===== src/rtl/simon_control_pkg.sv =====
// Shared state encoding and mode indicator codes for the Simon game controller.
package simon_control_pkg;

    typedef enum logic [1:0] {
        ST_INPUT    = 2'b00,
        ST_PLAYBACK = 2'b01,
        ST_REPEAT   = 2'b10,
        ST_DONE     = 2'b11
    } state_e;

    localparam logic [2:0] MODE_INPUT    = 3'b001;
    localparam logic [2:0] MODE_PLAYBACK = 3'b010;
    localparam logic [2:0] MODE_REPEAT   = 3'b100;
    localparam logic [2:0] MODE_DONE     = 3'b111;

    function automatic logic [2:0] mode_of(input state_e s);
        logic [2:0] m;
        m = MODE_INPUT;
        case (s)
            ST_INPUT:    m = MODE_INPUT;
            ST_PLAYBACK: m = MODE_PLAYBACK;
            ST_REPEAT:   m = MODE_REPEAT;
            ST_DONE:     m = MODE_DONE;
            default:     m = MODE_INPUT;
        endcase
        return m;
    endfunction

endpackage


===== src/rtl/simon_control_if.sv =====
// Controller <-> datapath bundle: status flags toward the FSM, strobes and display selects back.
interface simon_control_if;
    logic       legal;
    logic       correct_pat;
    logic       i_lt_last;
    logic       arr_full;
    logic       mem_ld;
    logic       i_clr;
    logic       i_inc;
    logic       last_inc;
    logic       s_led_eq_pat;
    logic [2:0] mode_leds;

    modport master (
        input  legal, correct_pat, i_lt_last, arr_full,
        output mem_ld, i_clr, i_inc, last_inc, s_led_eq_pat, mode_leds
    );

    modport slave (
        output legal, correct_pat, i_lt_last, arr_full,
        input  mem_ld, i_clr, i_inc, last_inc, s_led_eq_pat, mode_leds
    );
endinterface


===== src/rtl/simon_control.sv =====
// Simon game FSM: Mealy strobes to the datapath act on the same edge as the state change.
// No backpressure: flags are sampled every edge; rst forces INPUT and masks all strobes at once.
module simon_control
    import simon_control_pkg::*;
(
    input  logic             clk,
    input  logic             rst,
    simon_control_if.master  ctl
);

    state_e     state_q;
    state_e     state_d;
    logic       mem_ld;
    logic       i_clr;
    logic       i_inc;
    logic       last_inc;
    logic       s_led_eq_pat;
    logic [2:0] mode_leds;

    always_ff @(posedge clk or posedge rst) begin
        if (rst) begin
            state_q <= ST_INPUT;
        end else begin
            state_q <= state_d;
        end
    end

    always_comb begin
        state_d      = state_q;
        mem_ld       = 1'b0;
        i_clr        = 1'b0;
        i_inc        = 1'b0;
        last_inc     = 1'b0;
        s_led_eq_pat = 1'b1;
        mode_leds    = mode_of(state_q);

        case (state_q)
            ST_INPUT: begin
                if (ctl.legal) begin
                    mem_ld  = 1'b1;
                    i_clr   = 1'b1;
                    state_d = ST_PLAYBACK;
                end
            end
            ST_PLAYBACK: begin
                s_led_eq_pat = 1'b0;
                if (ctl.i_lt_last) begin
                    i_inc = 1'b1;
                end else begin
                    i_clr   = 1'b1;
                    state_d = ST_REPEAT;
                end
            end
            ST_REPEAT: begin
                // A wrong entry ends the game regardless of position or fill level.
                if (!ctl.correct_pat) begin
                    i_clr   = 1'b1;
                    state_d = ST_DONE;
                end else if (ctl.i_lt_last) begin
                    i_inc = 1'b1;
                end else if (!ctl.arr_full) begin
                    last_inc = 1'b1;
                    state_d  = ST_INPUT;
                end else begin
                    i_clr   = 1'b1;
                    state_d = ST_DONE;
                end
            end
            ST_DONE: begin
                s_led_eq_pat = 1'b0;
                if (ctl.i_lt_last) begin
                    i_inc = 1'b1;
                end else begin
                    i_clr = 1'b1;
                end
            end
            default: begin
                state_d   = ST_INPUT;
                mode_leds = MODE_INPUT;
            end
        endcase

        // Reset is asynchronous, so the outputs must not wait for state_q to settle.
        if (rst) begin
            state_d      = ST_INPUT;
            mem_ld       = 1'b0;
            i_clr        = 1'b0;
            i_inc        = 1'b0;
            last_inc     = 1'b0;
            s_led_eq_pat = 1'b1;
            mode_leds    = MODE_INPUT;
        end
    end

    assign ctl.mem_ld       = mem_ld;
    assign ctl.i_clr        = i_clr;
    assign ctl.i_inc        = i_inc;
    assign ctl.last_inc     = last_inc;
    assign ctl.s_led_eq_pat = s_led_eq_pat;
    assign ctl.mode_leds    = mode_leds;

endmodule


===== src/flat_wrapper.sv =====
// flat-port wrapper written by rule: the top's interface ports become plain ports
module simon_control_flat import simon_control_pkg::*;
  (clk, rst, ctl_legal, ctl_correct_pat, ctl_i_lt_last, ctl_arr_full, ctl_mem_ld, ctl_i_clr, ctl_i_inc, ctl_last_inc, ctl_s_led_eq_pat, ctl_mode_leds);
  simon_control_if ctl_i ();
  input  logic clk;
  input  logic rst;
  input wire logic [$bits(ctl_i.legal)-1:0] ctl_legal;
  input wire logic [$bits(ctl_i.correct_pat)-1:0] ctl_correct_pat;
  input wire logic [$bits(ctl_i.i_lt_last)-1:0] ctl_i_lt_last;
  input wire logic [$bits(ctl_i.arr_full)-1:0] ctl_arr_full;
  output wire logic [$bits(ctl_i.mem_ld)-1:0] ctl_mem_ld;
  output wire logic [$bits(ctl_i.i_clr)-1:0] ctl_i_clr;
  output wire logic [$bits(ctl_i.i_inc)-1:0] ctl_i_inc;
  output wire logic [$bits(ctl_i.last_inc)-1:0] ctl_last_inc;
  output wire logic [$bits(ctl_i.s_led_eq_pat)-1:0] ctl_s_led_eq_pat;
  output wire logic [$bits(ctl_i.mode_leds)-1:0] ctl_mode_leds;
  assign ctl_i.legal = ctl_legal;
  assign ctl_i.correct_pat = ctl_correct_pat;
  assign ctl_i.i_lt_last = ctl_i_lt_last;
  assign ctl_i.arr_full = ctl_arr_full;
  assign ctl_mem_ld = ctl_i.mem_ld;
  assign ctl_i_clr = ctl_i.i_clr;
  assign ctl_i_inc = ctl_i.i_inc;
  assign ctl_last_inc = ctl_i.last_inc;
  assign ctl_s_led_eq_pat = ctl_i.s_led_eq_pat;
  assign ctl_mode_leds = ctl_i.mode_leds;
  simon_control u_core (.clk(clk), .rst(rst), .ctl(ctl_i));
endmodule

===== config.mk =====
export PLATFORM = sky130hd
export DESIGN_NAME = simon_control_flat
export DESIGN_NICKNAME = d
export VERILOG_FILES = /design/src/rtl/simon_control_pkg.sv /design/src/rtl/simon_control_if.sv /design/src/rtl/simon_control.sv /design/src/flat_wrapper.sv
export SDC_FILE = /design/constraint.sdc
export NUM_CORES = 1
export LEC_CHECK = 0
export CORE_AREA = 4 4 41 43
export CTS_BUF_LIST = sky130_fd_sc_hd__clkbuf_8 sky130_fd_sc_hd__clkbuf_16
export CTS_CLUSTER_DIAMETER = 200
export DETAILED_ROUTE_END_ITERATION = 10
export DIE_AREA = 0 0 45 47
export PLACE_DENSITY = 0.48
export SYNTH_ARGS = -nofsm -noshare
export SYNTH_HDL_FRONTEND = slang
export SYNTH_SLANG_ARGS = --single-unit

===== constraint.sdc =====
create_clock -name clk -period 3.5 [get_ports clk]
set_clock_uncertainty 0.15 [all_clocks]
set_input_delay 0.35 -clock clk [delete_from_list [all_inputs] [get_ports clk]]
set_output_delay 0.35 -clock clk [all_outputs]
set_load 0.005 [all_outputs]

**Word-level counts from Yosys, hierarchy flattened**

Cells that the tools add are included.

- Register bits: 2
- Logic and storage cells: 40
- Input bits: 6
- Output and inout port bits: 8

- Reductions and logical operators: 4
- Multiplexer cells: 29
- Eq/ne operators: 6

Operators by type and width:

| cell | count |
|---|---|
| 2-to-1 mux 1 bit | 18 |
| 2-to-1 mux 2 bit | 6 |
| case mux 3 bit (4 select lines) | 1 |
| != test 3 bit, second input constant | 2 |
| case mux 2 bit (3 select lines) | 1 |
| == test 2 bit, second input constant | 2 |
| != test 4 bit, second input constant | 1 |
| AND reduction 4 bit | 1 |
| nonzero test 4 bit | 1 |
| 2-to-1 mux 3 bit | 1 |
| case mux 1 bit (3 select lines) | 1 |
| == test 2 x 1 -> 1 bit, second input constant | 1 |
| logical NOT 2 bit | 1 |
| case mux 1 bit (2 select lines) | 1 |
| OR reduction 2 bit | 1 |

**Logic depth before layout (Yosys ltp)**

- Depth in word-level cells: 5
- Mapped depth: 6
- Depth with buffers taken out: 6

**Least setup slack after synthesis**

Ideal clock, no wire load.

- Path type: reg2reg
- From: register u_core.state_q[0]
- To: register u_core.state_q[1]
- Slack: 1788 ps
- Setup time: 120 ps
- Stages on the path, launching flop included: 6
- Required time: 3230 ps
- Arrival time: 1442 ps
- Clock period less this slack: 1712 ps
- Buffers on the path: 0
- Cell sequence: dfrtp_1 > inv_1 > ha_1 > a21o_1 > a221o_1 > a31o_2

- Longest elaborated chain between the ends: 3
- Elaborated cells between the ends (all ways): 10
- Classes of those cells: 5 x eq/ne; 2 x mux; 3 x reduce/logical

RTL lines:

| what | line | text |
|---|---|---|
| from (decl) | simon_control.sv:11 | `state_e state_q;` |
| from (signal assigned) | simon_control.sv:24 | `state_q <= state_d;` |
| == test 2 bit (tied with other cells) | simon_control.sv:37 | `case (state_q)` |
| != test 4 bit (no source line) (tied with other cells) | n/a |  |
| AND reduction 4 bit (no source line) or 2-to-1 mux 2 bit (tied branches) | n/a |  |

Several ways; a longest one is shown, not always the timed one.
A chain may end at the register's enable or synchronous reset.

**Final worst setup path**

- From: register u_core.state_q[0]
- To: output ctl_i_clr

- Longest elaborated chain between the ends: 4
- Elaborated cells between the ends (all ways): 7
- Classes of those cells: 3 x eq/ne; 2 x mux; 2 x reduce/logical

RTL lines:

| what | line | text |
|---|---|---|
| == test 2 x 1 -> 1 bit or == test 2 bit (tied branches) | simon_control.sv:37 |  |
| OR reduction 2 bit (no source line) | n/a |  |
| case mux 1 bit (3 select lines) * | simon_control.sv:37 |  |
| 2-to-1 mux 1 bit * | simon_control.sv:84 | `if (rst) begin` |
| to (decl) | flat_wrapper.sv:12 | `output wire logic [$bits(ctl_i.i_clr)-1:0] ctl_i_clr;` |

Every way passes the cells marked *; elsewhere a longest branch is shown, timed or not.

==> flow_summary.ini <==
[timing]
min_period_over_period_pct = 69.71
period_minus_slack_ns = 2.440
fin_tns_setup_ns = 0
relSlewSlack_pct = 82.22
max_freq_mhz = 409.8
rsz0062_at_grt = no
worst_pin_slew_ns = 0.2630
slew_violations = 0
finalHoldViolations = 0
setup_viol = 0

[floorplan]
ios = 14
dieHeight_um = 47
rows = 13
die_w_um = 45
dieArea_um2 = 2115
initial_core_util_pct = 22.40
core-area_um2 = 1301

[pwr]
peakVddDrop_mv = 0.2712
power_density_nw_per_um2 = 560.0
p_leak_nw = 0.2122

[cts]
cts_buffers = 3
postCtsSetupBuffers = 0
ctsHoldBuffers = 0
cts_tree = done
h-tree-depth = 1
cts_sinks = 2
clk_latency_ns = 0.21
cts.path.max_buffers = 2
root_buffer = clkbuf_8
cts-resized-gates = 0
clkTransAtPathRegs_ns = 0.03

[flow_run]
cap_violations = 0

[setup_path]
arrival_ns = 1.94
crit_path_end_kind = output pin
cp_max_fo = 5
r2r-end = u_core.state_q[0]$_DFFE_PP0P_
r2r_start = u_core.state_q[0]$_DFFE_PP0P_
r2r_setup_slack_ns = 1.64
crit_path_start = u_core.state_q[0]$_DFFE_PP0P_
crit_type = flop to output pin
cp.required_ns = 3.00
worst-r2r-cell-count = 6
cp-start-kind = flop
endpoint = ctl_i_clr

[place]
place_hpwl_um = 629.9
port_buffers = 13
gp_congestion = 0.7918

[final_layout]
areaGrowthSynthToFinish_pct = 65.24
top_regs = u_core.state_q (2)
layout.nets = 68
regMostFlops = u_core.state_q
largest_reg_flops = 2
drive_above_1_share_pct = 9.259
layout_commonest_cell = clkdlybuf4s50_1
fin_util_pct = 37.02
final_cell_mix = clkdlybuf4s50_1 (13), ha_1 (6), inv_1 (5), nor3_1 (4)
diodes = 0

[yosys]
ys_warn_count = 0
syn_inst = 38
synth_cell_types = 17
avgSynthCellArea_um2 = 7.672
synth_area_um2 = 291.5
synth_fp_nets = 50
seq_area_frac_synth_pct = 17.17
synth-seq-cells = 2

[routing]
drt-pass1-iter-count = 1
dr_total_vias = 318
viasPerCell = 4.609
drtIter0Drc = 0
wl_per_cell_um = 10.99
drc = 0
ant_nets = 0
wl_um = 758

[grt]
grt_pass1_vias = 311
antenna_found_initial = 0
grt_overflow = 0
grt_max_degree = 8
grt_pass1_wl_um = 1248
track_usage_pct = 7.899

[outcome]
status = completed

[worst_hold_path]
hp-class = primary input to async pin
==> through the flow <==
stage | setup slack [ns] | instances | hold slack, ns | total power [mW] | area [um^2]
final | 1.060 | 69 | 0.3073 | 0.2698 | 481.7
after floorplan | 1.788 | 38 | -0.02280 | 0.1293 | 291.5
after global routing | 0.9048 | 69 | 0.3327 | 0.2932 | 481.7
after global placement | 1.178 | 66 | 0.4502 | 0.1868 | 440.4
after detailed placement | 1.179 | 66 | 0.4542 | 0.1827 | 440.4
after CTS | 1.038 | 69 | 0.3092 | 0.2752 | 481.7
==> cell usage after synthesis <==
| cell | n | share of area (%) |
|---|---|---|
| ha_1 | 6 | 26 |
| inv_1 | 5 | 6.4 |
| nor3_1 | 4 | 6.9 |
| a21oi_1 | 3 | 5.1 |
| nand2_1 | 3 | 3.9 |
| nor2_1 | 3 | 3.9 |
| a21o_1 | 2 | 5.1 |
| a31o_2 | 2 | 6.0 |
| dfrtp_1 | 2 | 17 |
| a211oi_1 | 1 | 2.6 |
| a221o_1 | 1 | 3.4 |
| and3_1 | 1 | 2.1 |
| nand2b_1 | 1 | 2.1 |
| nor4b_1 | 1 | 3.0 |
| o21a_1 | 1 | 2.6 |
| o21ai_0 | 1 | 1.7 |
| o22ai_1 | 1 | 2.1 |
==> logic make-up (layout without fill, tap and decap cells) <==
kind of cell / after synthesis / count (layout) / synth area share [%]
AOI/OAI and AO/OA: 12 / 12 / 28.76
adders and majority gates: 6 / 6 / 25.75
buffers and inverters: 5 / 21 / 6.438
DFF: 2 / 2 / 17.17
and+or+nand+nor: 13 / 13 / 21.89
==> layer usage <==
metal  routed length, um  global-route usage, %
met4                   0                  3.509
met2                 377                  12.99
met3                  48                  1.533
met1                 332                  10.00
met5                   0                      0
==> worst min path at each step <==
| stage | slack (ns) | depth (start not counted) | endpoint |
|---|---|---|---|
| 2_1_floorplan | -0.02 | 1 | u_core.state_q[0]$_DFFE_PP0P_ |
| 3_3_place_gp | 0.45 | 1 | u_core.state_q[1]$_DFFE_PP0P_ |
| 3_5_place_dp | 0.45 | 1 | u_core.state_q[1]$_DFFE_PP0P_ |
| 4_1_cts | 0.31 | 2 | u_core.state_q[0]$_DFFE_PP0P_ |
| 5_1_grt | 0.33 | 2 | u_core.state_q[0]$_DFFE_PP0P_ |
| 6_report | 0.31 | 2 | u_core.state_q[0]$_DFFE_PP0P_ |
==> worst max-delay path, stage by stage (launching register included) <==
cell and delay [ns]:
dfrtp_1 0.41, inv_1 0.11, ha_1 0.24, a211oi_1 0.23, o22ai_1 0.13, a21o_1 0.18
clkdlybuf4s50_1 0.43
==> report_power, final <==
part	total (mW)	switching (mW)	internal (mW)	leakage, nW
sequential	0.0383	0.00872	0.0296	0.0269
combinational	0.143	0.0697	0.0731	0.164
clock	0.0886	0.0161	0.0725	0.0216
==> cell type report <==
class / count / area, um^2
multi-input cells: 31 / 222.7
fillers: 149 / 819.5
flip-flops and latches: 2 / 50.05
clock buffers: 3 / 41.29
well taps: 15 / 18.77
repair buffers: 13 / 130.1
inverters: 5 / 18.77
(Power assumes the default switching activity.)
==> RTL change 1 (same settings) <==
Reset style: synchronous (`rst`), changed in one clocked block. Comments in the files are not updated.
--- a/src/rtl/simon_control.sv
+++ b/src/rtl/simon_control.sv
@@ -17,7 +17,7 @@
     logic       s_led_eq_pat;
     logic [2:0] mode_leds;
 
-    always_ff @(posedge clk or posedge rst) begin
+    always_ff @(posedge clk) begin
         if (rst) begin
             state_q <= ST_INPUT;
         end else begin
Behaviour: no difference found for any inputs over 10 cycles, from zero or initial values and one cycle with rst high; that may be too few to reach the edited logic, so the function may still have changed.
==> RTL change 1 against the original RTL <==
- sequential share of layout area is 1.5 points lower
- die area is the same
- clock power up 0.8%
- power is 12% lower
- combinational power down 21%
- setup slack lost 0.080 ns
- sequential cell count is the same
- routed wire length is 5.0% lower
- non-clock buffer count did not move
- area after synthesis fell by 11%
- final area fell by 6.5%
- largest power group unchanged
==> RTL change 1: results (changes against the original RTL) <==
- The share of layout cells above drive strength 1 is 11.3% (was 9.26%).
- The number of nets produced by synthesis was 47 (was 50).
- The worst setup path startpoint is u_core.state_q[0] (unchanged).
- The delay of the slowest critical-path stage is 0.54 ns (was 0.43 ns).
- The mean routed wirelength per cell is 10.6 um (was 11.0 um).
- The worst flop-to-flop path startpoint is u_core.state_q[0] (unchanged).
- The worst slack at placement is 1.02 ns (was 1.18 ns).
- The final estimated routing congestion in global placement was 0.700 (was 0.792).
- The compound-gate portion of the synthesized area is 31.7% (was 28.8%).
- The fill cell instance count of the final layout came to 139 (was 149).
- The initial detailed-routing violation count is 2 (was 0).
- The via count of the first global-routing pass came to 288 (was 311).
- The data arrival time of the critical path was 2.02 ns (was 1.94 ns).
- The most used flip-flop cell after synthesis is dfxtp_1 (was dfrtp_1).
- Commonest cells in the netlist: nor2_1, inv_1, ha_1 (was ha_1, inv_1, nor3_1).
- The post-route minimum period was 2.52 ns (was 2.44 ns).
- Result of the run: complete, no violations (unchanged).
- The reg-to-reg setup timing slack was 1.89 ns (was 1.64 ns).
- The overall fraction of global-route tracks in use is 7.57% (was 7.90%).
- The adder-cell area share of the yosys netlist is 19.2% (was 25.8%).
- The number of iterations in the first detailed-routing pass is 3 (was 1).
- The maximum vdd drop was 0.000276 V (was 0.000271 V).
- The wire length of the first global-routing pass is 1170 um (was 1250 um).
- The number of cells in the finished layout apart from fillers is 68 (was 69).
- The count of mapped cells out of synthesis came to 37 (was 38).
- Largest cells by area after synthesis: ha_1, dfxtp_1, nor2_1 (was ha_1, dfrtp_1, nor3_1).
- The fraction of synthesis flops using an asynchronous set or reset pin is 0% (was 100%).
- The area occupied by multi-input gates is 201 sq um (was 223 sq um).
- The average vias per placed instance is 4.49 (was 4.61).
## RTL change 1: cell count changes in the layout (fill, tap and decap cells not counted), sizes merged, moves of 2 or more
cell / unedited run / this run
dfxtp: 0 / 2
dfrtp: 2 / 0
nor2: 3 / 6
nor3: 4 / 2
ha: 6 / 4
a21o: 2 / 0
## RTL change 1: cell families after synthesis
logic type,after synthesis
AO/OA/AOI/OAI,11
buffers and inverters,5
flip-flops,2
AND/OR/NAND/NOR,15
adder cells (fa/ha/maj),4
## RTL change 1: power breakdown
| group | total [mW] | internal (mW) | switching, mW |
|---|---|---|---|
| combinational | 0.113 | 0.0583 | 0.0551 |
| clock | 0.0893 | 0.0726 | 0.0167 |
| sequential | 0.0359 | 0.0287 | 0.00719 |
| total | 0.239 | 0.160 | 0.0790 |
## RTL change 1: path summary, 6_finish.rpt
path / endpoint
setup / recovery: ctl_i_inc
hold / removal: u_core.state_q[1]
setup reg to reg: u_core.state_q[0]
hold reg to reg: u_core.state_q[1]
## RTL change 1: routing by layer
layer / vias up / track usage, % / part of all wire (%)
met3: 0 / 1.15 / 5.8
met4: 0 / 5.26 / 0
met1: 136 / 10.4 / 48
li1: 162 / - / -
met2: 7 / 10.7 / 46
met5: - / 0 / 0
## RTL change 1: final cells by class
cell class                      instances  area share, %
Multi-Input combinational cell         30           44.7
Timing Repair Buffer                   13           28.9
Clock buffer                            3           9.17
Sequential cell                         2           8.89
Inverter                                5           4.17
Tap cell                               15           4.17
==> RTL change 2 (config.mk and constraints unchanged) <==
Made on the original files. The 4 states of `state_e` get a Gray code encoding in 2 bits.
--- a/src/rtl/simon_control_pkg.sv
+++ b/src/rtl/simon_control_pkg.sv
@@ -4,8 +4,8 @@
     typedef enum logic [1:0] {
         ST_INPUT    = 2'b00,
         ST_PLAYBACK = 2'b01,
-        ST_REPEAT   = 2'b10,
-        ST_DONE     = 2'b11
+        ST_REPEAT   = 2'b11,
+        ST_DONE     = 2'b10
     } state_e;
 
     localparam logic [2:0] MODE_INPUT    = 3'b001;
Function: no difference found for any inputs over 10 cycles, from zero or initial values and one cycle with rst high; not proved beyond that.
==> RTL change 2 against the original RTL <==
- area after synthesis grew 3.0%
- critical endpoint unchanged
- final area grew 0.26%
- critical path depth is the same
- sequential power grew 31%
- sequential cell count is the same
- final cell count shrank 2.9%
- highest routed layer unchanged
- routed wire length grew 0.26%
- setup slack lost 0.12 ns
- global-route usage is the same
- register-to-register slack gained 0.23 ns
- power grew 38%
==> RTL change 2: results (changes against the original RTL) <==
- The share of layout cells above drive strength 1 is 15.4% (was 9.26%).
- Largest cells by area after synthesis: ha_1, dfrtp_1, a21oi_1 (was ha_1, dfrtp_1, nor3_1).
- The via count of the first global-routing pass was 280 (was 311).
- The average vias per placed instance is 4.70 (was 4.61).
- The total length of routed wires was 760 um (was 758 um).
- The count of unique library cells instantiated by Yosys is 20 (was 17).
- The final net count is 65 (was 68).
- The number of antenna repair diodes is 0 (unchanged).
- The class of the tightest hold or removal check is register to register (was primary input to async pin).
- The pin count of the biggest net entering global routing is 12 (was 8).
- Commonest cells in the netlist: ha_1, a21oi_1, inv_1 (was ha_1, inv_1, nor3_1).
- The maximum vdd drop is 0.000354 V (was 0.000271 V).
- The biggest fanout along the worst timing path is 5 (unchanged).
- The total placed cells including tap cells is 64 (was 66).
- The initial detailed-routing violation count is 12 (was 0).
- The count of mapped cells out of synthesis is 37 (was 38).
- The static leakage power came to 0.197 nW (was 0.212 nW).
- The logic depth of the worst register-to-register path was 5 (was 6).
- Result of the run: complete, no violations (unchanged).
- The final estimated routing congestion in global placement is 0.726 (was 0.792).
- The fill cell instance count of the final layout came to 139 (was 149).
- The fraction of power spent switching nets is 37.9% (was 35.0%).
- The number of iterations in the first detailed-routing pass came to 4 (was 1).
- The number of nets produced by synthesis is 48 (was 50).
- The fraction of the yosys area taken by sequential cells came to 16.7% (was 17.2%).
- The HPWL after detailed placement was 577 um (was 630 um).
- The data arrival time of the critical path was 2.06 ns (was 1.94 ns).
- The number of cells in the finished layout apart from fillers is 67 (was 69).
RTL change 2: worst max-delay path: stages, from the launching register on:
cell             delay, ns
dfrtp_1               0.41
inv_1                 0.08
ha_1                  0.34
a21oi_1               0.05
or3_1                 0.30
a21oi_1               0.14
clkdlybuf4s50_1       0.52
RTL change 2: per-layer routing:
layer	up-vias	global-route usage, %	routed length, um	share of wire (%)
li1	165	-	-	-
met2	3	10.7	385	51
met4	0	7.02	0	0
met1	147	10.7	357	47
met3	0	1.15	18	2.4
met5	-	0	0	0
RTL change 2: cell families (layout without fill, tap and decap cells):
logic type	Yosys count	count (layout)	share of synthesized area (%)
simple gates	14	14	31.7
compound gates	11	11	23.3
fa+ha+maj	5	5	20.8
buf+inv	5	20	7.50
flops	2	2	16.7
RTL change 2: metrics by stage:
step	instance area, sq um	power (mW)	utilization, %
CTS	483	0.380	37.1
detailed placement	442	0.286	33.9
global route	483	0.413	37.1
finish	483	0.372	37.1
global placement	442	0.287	33.9
floorplan	300	0.190	-
RTL change 2: path summary, 6_finish.rpt:
check	endpoint	from	slack [ns]
min in group asynchronous	u_core.state_q[0]	rst	0.48
worst max-delay path	ctl_i_clr	u_core.state_q[0]	0.94
worst min-delay path	u_core.state_q[1]	u_core.state_q[1]	0.46
worst max register to register	u_core.state_q[1]	u_core.state_q[0]	1.87
worst min register to register	u_core.state_q[1]	u_core.state_q[1]	0.46
max in group asynchronous	u_core.state_q[1]	rst	2.58
RTL change 2: cell type report:
type,count,area [sq um],share of cell area (%)
Timing Repair Buffer,13,130,26.9
Clock buffer,3,41.3,8.55
Tap cell,15,18.8,3.89
Inverter,4,15.0,3.11
Sequential cell,2,50.0,10.4
Multi-Input combinational cell,30,228,47.2
RTL change 2: power by group through the flow:
stage	Combinational, mW	Sequential [mW]	Clock, mW
finish	0.232	0.0500	0.0904
global route	0.262	0.0528	0.0986
CTS	0.236	0.0500	0.0945
detailed placement	0.235	0.0502	0
global placement	0.237	0.0499	0
floorplan	0.144	0.0462	0
